===== config.mk =====
export PLATFORM = sky130hd
export DESIGN_NAME = vtc_param
export DESIGN_NICKNAME = d
export VERILOG_FILES = /design/src/rtl/vtc_param.sv
export SDC_FILE = /design/constraint.sdc
export NUM_CORES = 1
export LEC_CHECK = 0
export ABC_AREA = 1
export CORE_ASPECT_RATIO = 1.75
export CORE_MARGIN = 3
export CORE_UTILIZATION = 45
export CTS_CLUSTER_DIAMETER = 150
export DETAILED_ROUTE_END_ITERATION = 12
export PLACE_DENSITY_LB_ADDON = 0.12
export RECOVER_POWER = 100
export SETUP_SLACK_MARGIN = 0.3
export SLEW_MARGIN = 15
export SYNTH_ARGS = -nofsm -noshare
export SYNTH_HDL_FRONTEND = slang
export SYNTH_SLANG_ARGS = --single-unit

===== constraint.sdc =====
create_clock -name clk -period 1.2 [get_ports clk]
set_input_delay 0.12 -clock clk [delete_from_list [all_inputs] [get_ports clk]]
set_output_delay 0.12 -clock clk [all_outputs]
set_load 0.01 [all_outputs]

===== src/rtl/vtc_param.sv =====
`default_nettype none
// ============================================================================
// Module   : vtc_param
// Brief    : Parametrised video timing controller. It produces sync, active-video,
//            coordinate and line/frame strobe outputs that advance on clock-enable.
// Revision : 1.0 - initial release
// ============================================================================
module vtc_param #(
    parameter int H_ACTIVE = 640,
    parameter int H_FP     = 16,
    parameter int H_SYNC   = 96,
    parameter int H_BP     = 48,
    parameter int V_ACTIVE = 480,
    parameter int V_FP     = 10,
    parameter int V_SYNC   = 2,
    parameter int V_BP     = 33,
    parameter bit HS_POL   = 1'b0,
    parameter bit VS_POL   = 1'b0,
    parameter int CW       = 10
) (
    input  logic          clk,
    input  logic          rst_n,
    input  logic          ce,
    output logic          h_sync,
    output logic          v_sync,
    output logic          v_active,
    output logic [CW-1:0] h_pixel,
    output logic [CW-1:0] v_line,
    output logic          line_start,
    output logic          frame_start
);

    localparam int c_h_total = H_ACTIVE + H_FP + H_SYNC + H_BP;
    localparam int c_v_total = V_ACTIVE + V_FP + V_SYNC + V_BP;

    localparam logic [CW-1:0] c_h_max      = CW'(c_h_total - 1);
    localparam logic [CW-1:0] c_v_max      = CW'(c_v_total - 1);
    localparam logic [CW-1:0] c_h_act      = CW'(H_ACTIVE);
    localparam logic [CW-1:0] c_v_act      = CW'(V_ACTIVE);
    localparam logic [CW-1:0] c_hs_start   = CW'(H_ACTIVE + H_FP);
    localparam logic [CW-1:0] c_hs_end     = CW'(H_ACTIVE + H_FP + H_SYNC);
    localparam logic [CW-1:0] c_vs_start   = CW'(V_ACTIVE + V_FP);
    localparam logic [CW-1:0] c_vs_end     = CW'(V_ACTIVE + V_FP + V_SYNC);

    if (H_ACTIVE < 1 || H_FP < 1 || H_SYNC < 1 || H_BP < 1 ||
        V_ACTIVE < 1 || V_FP < 1 || V_SYNC < 1 || V_BP < 1) begin : g_chk_regions
        $error("vtc_param: every timing region must be at least 1 wide");
    end

    if (CW < 1 || CW > 30 || c_h_total > (1 << CW) || c_v_total > (1 << CW)) begin : g_chk_width
        $error("vtc_param: CW too narrow for H_TOTAL/V_TOTAL");
    end

    logic [CW-1:0] r_h_cnt;
    logic [CW-1:0] r_v_cnt;

    logic w_h_wrap;
    logic w_v_wrap;
    logic w_in_hs;
    logic w_in_vs;
    logic w_active;

    assign w_h_wrap = (r_h_cnt == c_h_max);
    assign w_v_wrap = (r_v_cnt == c_v_max);
    assign w_in_hs  = (r_h_cnt >= c_hs_start) && (r_h_cnt < c_hs_end);
    assign w_in_vs  = (r_v_cnt >= c_vs_start) && (r_v_cnt < c_vs_end);
    assign w_active = (r_h_cnt < c_h_act) && (r_v_cnt < c_v_act);

    // Outputs are the registered decode of the counters before they advance.
    always_ff @(posedge clk or negedge rst_n) begin
        if (!rst_n) begin
            r_h_cnt     <= '0;
            r_v_cnt     <= '0;
            h_sync      <= ~HS_POL;
            v_sync      <= ~VS_POL;
            v_active    <= 1'b0;
            h_pixel     <= '0;
            v_line      <= '0;
            line_start  <= 1'b0;
            frame_start <= 1'b0;
        end else if (ce) begin
            h_sync      <= w_in_hs ? HS_POL : ~HS_POL;
            v_sync      <= w_in_vs ? VS_POL : ~VS_POL;
            v_active    <= w_active;
            h_pixel     <= r_h_cnt;
            v_line      <= r_v_cnt;
            line_start  <= (r_h_cnt == '0);
            frame_start <= (r_h_cnt == '0) && (r_v_cnt == '0);
            if (w_h_wrap) begin
                r_h_cnt <= '0;
                r_v_cnt <= w_v_wrap ? '0 : r_v_cnt + CW'(1);
            end else begin
                r_h_cnt <= r_h_cnt + CW'(1);
            end
        end
    end

endmodule
`default_nettype wire


# After elaboration in Yosys (flattened, before gate mapping)
# Index checks and enable logic that the tools add are counted.
dict set report op_classes {
  add_sub_neg 2
  magnitude_cmp 6
  n_eq_ne 2
  n_mux 4
  reduce_logical 7
}
# op n
set op_table {}
lappend op_table {{10-bit by 1-bit adder with 10-bit output, second input constant} 2}
lappend op_table {{10-bit == test, second input constant} 2}
lappend op_table {{10-bit zero test} 2}
lappend op_table {{10-bit less-than comparator, second input constant} 2}
lappend op_table {{10-bit by 9-bit less-than comparator with 1-bit output, second input constant} 2}
lappend op_table {{10-bit 2-to-1 mux} 2}
lappend op_table {{10-bit >= comparator, second input constant} 1}
lappend op_table {{10-bit by 9-bit >= comparator with 1-bit output, second input constant} 1}
lappend op_table {{1-bit logical AND} 4}
lappend op_table {{1-bit 2-to-1 mux} 2}
lappend op_table {{2-bit AND reduction} 1}
dict set report word_totals {
  register_bits 45
  input_bits 3
  out_inout_bits 25
  elab_cells 30
}

# Longest topological paths before layout
# Gate-level depths: netlist (run 1).
dict set report depth {
  word_depth 3
  depth_mapped 9
  mapped_depth_nobuf 9
}

# Least setup slack after synthesis (run 1)
# OpenSTA, ideal clock, no wires.
dict set report synth_timing {
  path_kind {flip-flop to flip-flop}
  start {register r_v_cnt[0]}
  end {register r_v_cnt[0]}
  setup_ns 0.128
  arrival_ns 1.189
  required_time_ns 1.072
  setup_slack_ns -0.117
  path_stages_with_launch 8
  path_buffers 0
  period_less_slack_ns 1.317
  path_cell_list {dfrtp_1 inv_1 ha_1 inv_1 nor2_1 nand4_1 nand3_1 o21ai_0}
}
dict set report synth_via {
  elab_chain_len 2
  elab_cells_between_ends 3
  cone_classes {add/sub (1); eq/ne (1); mux (1)}
}
# item line_no
set synth_rtl {}
lappend synth_rtl {{start: declaration} 55} ;# logic [CW-1:0] r_v_cnt;
lappend synth_rtl {{start signal: assignment} 91} ;# r_v_cnt <= w_v_wrap ? '0 : r_v_cnt + CW'(1);
lappend synth_rtl {{10-bit by 1-bit adder with 10-bit output / 10-bit == test (equally long branches)} {91, 64}}
lappend synth_rtl {{10-bit 2-to-1 mux (*)} 91}
# Every way passes the cells marked *; elsewhere a longest branch is shown, timed or not.
# A chain may end at the register's enable or synchronous reset.

# Final worst setup path (run 1)
dict set report layout_timing {
  start {register r_h_cnt[4]}
  end {register r_h_cnt[0]}
}
dict set report layout_via {
  elab_chain_len 2
}
# item line_no
set layout_rtl {}
lappend layout_rtl {{start: declaration} 54} ;# logic [CW-1:0] r_h_cnt;
lappend layout_rtl {{start signal: assignment} 93} ;# r_h_cnt <= r_h_cnt + CW'(1);
lappend layout_rtl {{10-bit == test} 63} ;# assign w_h_wrap = (r_h_cnt == c_h_max);
lappend layout_rtl {{10-bit 2-to-1 mux} 89} ;# if (w_h_wrap) begin
# Every way passes these cells.

==> reports/metrics.cfg, run 1 <==
[outcome]
outcome = finished, violations left
violations = setup timing

[critical_path]
critPathBufInv = 3
crit_family = flip-flops
rr_startpoint = r_h_cnt[4]
critPathLaunch = r_h_cnt[4]
cp_data_arrival_time_ps = 1590
path_max_fanout = 4
cpMaxStageDelayCell = dfrtp_1
cp_common_cell = buf_6
end_kind = register
max_stage_delay_ps = 450
critPathLaunchType = register
critical_path_class = reg -> reg
cp.required_ps = 1390
path_cells = nand2_2, nor2_4, nand3_4, buf_4, buf_6, buf_6, nand3_2, o21ai_1

[floorplanning]
die_x_um = 58.4
core.rowCount = 32
dieArea_um2 = 5710
initial_core_util_pct = 47.8
die_h_um = 97.7
ios = 28
core_area_um2 = 4520

[timing]
final_max_slew_viol_count = 0
setup_viol = 22
hold_viol = 0
fin_crit_ps = 1410
rsz0062_at_grt = true
max_freq_mhz = 711
clock_skew_ps = 3.96
fin_hold_ws_ps = 420
fin_ws_ps = -206
finalSetupTns_ps = -2520
slew_headroom_pct = 57.4
fin_crit_sh_pct = 117
worstMarginPinSlew_ps = 639

[logic_synthesis]
synth_nets = 278
yosysSeqAreaShare_pct = 52.2
syn_avg_cell_area_um2 = 8.01
yosys_warnings = 0
synthCells = 270
syn-cell-area_um2 = 2160
synth_seq_cells = 45
ys_types = 24

[pwr]
ir_worst_vdd_v = 0.00126
power_density_nw_per_um2 = 1490
power_uw = 5330
leakage_uw = 0.00177

[global_routing]
grt_use_total_pct = 23.1
grt_pass1_vias = 2159
grt-ovfl-total = 0
grt_pass1_wl_um = 10000
grt_max_degree = 46
antenna_found_initial = 0

[placement]
place.gp.congestion = 0.849
post-place-cells = 401
numPortBuffers = 27
hpwl_um = 4170

[detailed_routing]
vias = 2229
route.detailed.drc = 0
drtAntennaViolNets = 0
dr.pass1.iters = 5
post_drt_wl_per_cell_um = 14.9
via_per_inst = 5.05
detail_route.wirelength_um = 6570
drt-initial-drc-count = 95

[clocking]
clock_latency_ps = 300
clockRootBuffer = clkbuf_8
htreeDepth = 2
clkTransAtPathRegs_ps = 80
clock-sinks = 45
numCtsBuffers = 5
clockBufferDepth = 2
cts_tree = built

[final_layout]
fill_cells = 289
final_cell_mix = buf_4, nand2_1, dfrtp_1, buf_2, nor2_1
final_cells = 441
multi_input_area_um2 = 1200
area_delta_synth_final_pct = 65.2
final_nets = 397
final_common_cell = buf_4
layout-drive-gt1-share_pct = 52.1
finish.utilization_pct = 79.0
n_antenna_cell = 0
seqCellArea_um2 = 1130

[min_path]
min-delay-start = ce
min_path_type = in -> reg

[run]
drv_cap = 0

per-layer routing:
metal | up-vias | GRT usage (%) | wire length (µm)
met3 | 19 | 3.46 | 212
met4 | 0 | 14.1 | 272
met2 | 54 | 40.3 | 3720
li1 | 1100 | - | -
met5 | - | 0 | 0
met1 | 1056 | 25.1 | 2370
layout make-up:
type / instances / share of cell area (%)
Sequential cell: 45 / 31.6
Timing Repair Buffer: 119 / 26.2
Clock inverter: 1 / 0.140
Multi-Input combinational cell: 182 / 33.5
Inverter: 36 / 4.13
Clock buffer: 7 / 2.70
Tap cell: 51 / 1.79
timing repair:
action,CTS,global route
endpoints found under the hold margin,43,0
cloned,0,0
pin swaps,26,29
endpoints found under the setup margin,69,60
hold buffers,1,0
gates resized for setup,177,50
buffers inserted,14,17
flip-flops by register name (all words and copies together) (netlist names):
register	flops
frame_start	1
h_pixel	10
h_sync	1
line_start	1
r_h_cnt	10
r_v_cnt	10
v_active	1
v_line	10
v_sync	1
where the power goes:
group	internal (µW)	switching, µW	total [µW]	leakage, µW
sequential	1780	203	1980	0.000538
combinational	1150	1170	2320	0.00118
clock	521	511	1030	0.0000542
total	3450	1880	5330	0.00177
final timing paths:
| kind | to | slack (ps) | cells after the start |
|---|---|---|---|
| max | r_h_cnt[0] | -210 | 8 |
| min | h_pixel[6] | 420 | 4 |
| max reg2reg | r_h_cnt[0] | -210 | 8 |
| min reg2reg | h_pixel[6] | 470 | 2 |
| max in group asynchronous | v_line[9] | 290 | 3 |
| min in group asynchronous | h_pixel[1] | 480 | 3 |
Yosys cell counts, drive strengths merged:
master,count,area [µm²]
nand2,68,258
o31ai,1,7.51
inv,36,135
dfrtp,43,1080
dfstp,2,52.6
o21ai,32,160
nor3,6,30.0
nor2,37,151
ha,5,62.6
nand4,7,43.8
xor2,4,35.0
buf,3,20.0
a31oi,1,6.26
a21oi,2,10.0
nand3,19,100
clkbuf,4,15.0
worst reg2reg max path, stage by stage (launching register included):
cell and delay (ps):
dfrtp_1 450, nand2_2 120, nor2_4 170, nand3_4 100, buf_4 150, buf_6 100, buf_6 100, nand3_2 50
o21ai_1 70
stage by stage:
stage                     setup slack (ps)  instance area (µm²)
after floorplan                      -41.3                 2210
final                                 -206                 3570
after global placement                -189                 2980
after global routing                  -287                 3570
after CTS                             -160                 3280
after detailed placement              -265                 2980
logic make-up after synthesis:
kind of cell	after synthesis	share of synthesized area, %
buffers and inverters	43	7.87
xor gates and xnor gates	4	1.62
DFF	45	52.2
adders and majority gates	5	2.89
AOI/OAI and AO/OA	36	8.50
and+or+nand+nor	137	27.0
No activity file was read; power rests on OpenSTA's default activity.
==> inputs of run 2 (changes only) <==
--- a/config.mk
+++ b/config.mk
@@ -11,10 +11,11 @@
 export CORE_UTILIZATION = 45
 export CTS_CLUSTER_DIAMETER = 150
 export DETAILED_ROUTE_END_ITERATION = 12
+export MAX_ROUTING_LAYER = met4
 export PLACE_DENSITY_LB_ADDON = 0.12
 export RECOVER_POWER = 100
 export SETUP_SLACK_MARGIN = 0.3
-export SLEW_MARGIN = 15
+export SLEW_MARGIN = 30
 export SYNTH_ARGS = -nofsm -noshare
 export SYNTH_HDL_FRONTEND = slang
 export SYNTH_SLANG_ARGS = --single-unit
==> run 2 against run 1 <==
Effect of this change: the run still ends with setup timing left; die area is the same; final cell count is the same; clock-buffer cell count is the same; hold slack gained 0.92 ps; sequential share of layout area is the same; first-iteration DRC count shrank 12%; fmax shrank 0.63%; critical endpoint unchanged; largest power group unchanged.
==> reports/metrics.cfg, run 2 (synthesized netlist as in run 1, its figures left out) <==
[outcome]
outcome = finished, violations left
violations = setup timing

[floorplanning]
die_h_um = 97.7
core.rowCount = 32
core_area_um2 = 4520
die_x_um = 58.4
dieArea_um2 = 5710
ios = 28
initial_core_util_pct = 47.8

[clocking]
cts_tree = built
clkTransAtPathRegs_ps = 80
clockBufferDepth = 2
htreeDepth = 2
clock_latency_ps = 300
clockRootBuffer = clkbuf_8
numCtsBuffers = 5
clock-sinks = 45

[critical_path]
cp_common_cell = buf_6
critPathBufInv = 3
max_stage_delay_ps = 450
path_max_fanout = 4
cpMaxStageDelayCell = dfrtp_1
end_kind = register
cp.required_ps = 1390
critPathLaunchType = register
cp_data_arrival_time_ps = 1600
crit_family = flip-flops
critical_path_class = reg -> reg
path_cells = nand2_2, nor2_4, nand3_4, buf_4, buf_6, buf_6, nand3_2, o21ai_1

[placement]
place.gp.congestion = 0.862
hpwl_um = 4170
numPortBuffers = 27

[detailed_routing]
route.detailed.drc = 0
drt-initial-drc-count = 84
via_per_inst = 5.05
vias = 2226
drtAntennaViolNets = 0
post_drt_wl_per_cell_um = 14.9
dr.pass1.iters = 5
detail_route.wirelength_um = 6570

[final_layout]
area_delta_synth_final_pct = 65.2
final_nets = 397
final_common_cell = buf_4
final_cell_mix = buf_4, nand2_1, dfrtp_1, buf_2, nor2_1
n_antenna_cell = 0
layout-drive-gt1-share_pct = 52.1

[timing]
clock_skew_ps = 4.89
fin_hold_ws_ps = 421
slew_headroom_pct = 58.0
finalSetupTns_ps = -2480
fin_crit_ps = 1410
setup_viol = 22
fin_crit_sh_pct = 118
fin_ws_ps = -215
rsz0062_at_grt = true
hold_viol = 0
final_max_slew_viol_count = 0
worstMarginPinSlew_ps = 630
max_freq_mhz = 707

[min_path]
min_path_type = in -> reg

[global_routing]
antenna_found_initial = 0
grt_pass1_vias = 2160
grt-ovfl-total = 0
grt_pass1_wl_um = 10000
grt_max_degree = 46
grt_use_total_pct = 23.8

[pwr]
leakage_uw = 0.00177
power_density_nw_per_um2 = 1490
ir_worst_vdd_v = 0.00126

[run]
drv_cap = 0

## run 2: cell counts in the layout (fill, tap and decap cells not counted)
No cell type changed its count.
## run 2: path summary, 6_finish.rpt
check	from	endpoint	slack [ps]	depth (start not counted)
min reg2reg	h_pixel[6]	h_pixel[6]	470	2
max in group asynchronous	rst_n	frame_start	300	3
max reg2reg	r_h_cnt[4]	r_h_cnt[0]	-210	8
min	ce	h_pixel[6]	420	4
min in group asynchronous	rst_n	h_pixel[1]	470	3
max	r_h_cnt[4]	r_h_cnt[0]	-210	8
## run 2: what timing repair did
item | 4_1_cts | 5_1_grt
pin swaps | 26 | 29
hold buffers | 1 | 0
resized for setup | 177 | 50
endpoints found under the setup margin | 69 | 60
hold endpoints to repair | 43 | 0
setup buffers | 14 | 17
## run 2: layer usage
| metal | vias up | part of all wire, % | global-route usage [%] |
|---|---|---|---|
| met4 | 0 | 4.2 | 14.1 |
| met1 | 1050 | 36 | 25.2 |
| met5 | - | 0 | - |
| met3 | 19 | 3.2 | 3.46 |
| li1 | 1098 | - | - |
| met2 | 59 | 56 | 40.3 |
## run 2: worst register-to-register path: cells and delay by family (launching register included)
kind / cells / cell delay, ps
compound gates: 1 / 70
buf+inv: 3 / 350
flops: 1 / 450
simple gates: 4 / 440
## run 2: per-stage QoR
| step | util, % | setup slack [ps] | total power (µW) | std cells | area [µm²] |
|---|---|---|---|---|---|
| 2_1_floorplan | - | -41.3 | 2620 | 270 | 2210 |
| 3_3_place_gp | 65.8 | -189 | 3640 | 401 | 2980 |
| 3_5_place_dp | 65.8 | -265 | 3670 | 401 | 2980 |
| 4_1_cts | 72.6 | -160 | 4970 | 424 | 3280 |
| 5_1_grt | 79.0 | -287 | 5610 | 441 | 3570 |
| 6_report | 79.0 | -215 | 5330 | 441 | 3570 |
## run 2: area by class of cell
cell class,count,area [µm²]
Tap cell,51,63.8
Sequential cell,45,1130
Inverter,36,148
Clock inverter,1,5.00
Clock buffer,7,96.3
Fill cell,289,951
Multi-Input combinational cell,182,1200
Timing Repair Buffer,119,935
## run 2: power breakdown
group | switching [µW] | internal, µW
clock | 515 | 521
sequential | 203 | 1780
combinational | 1170 | 1150
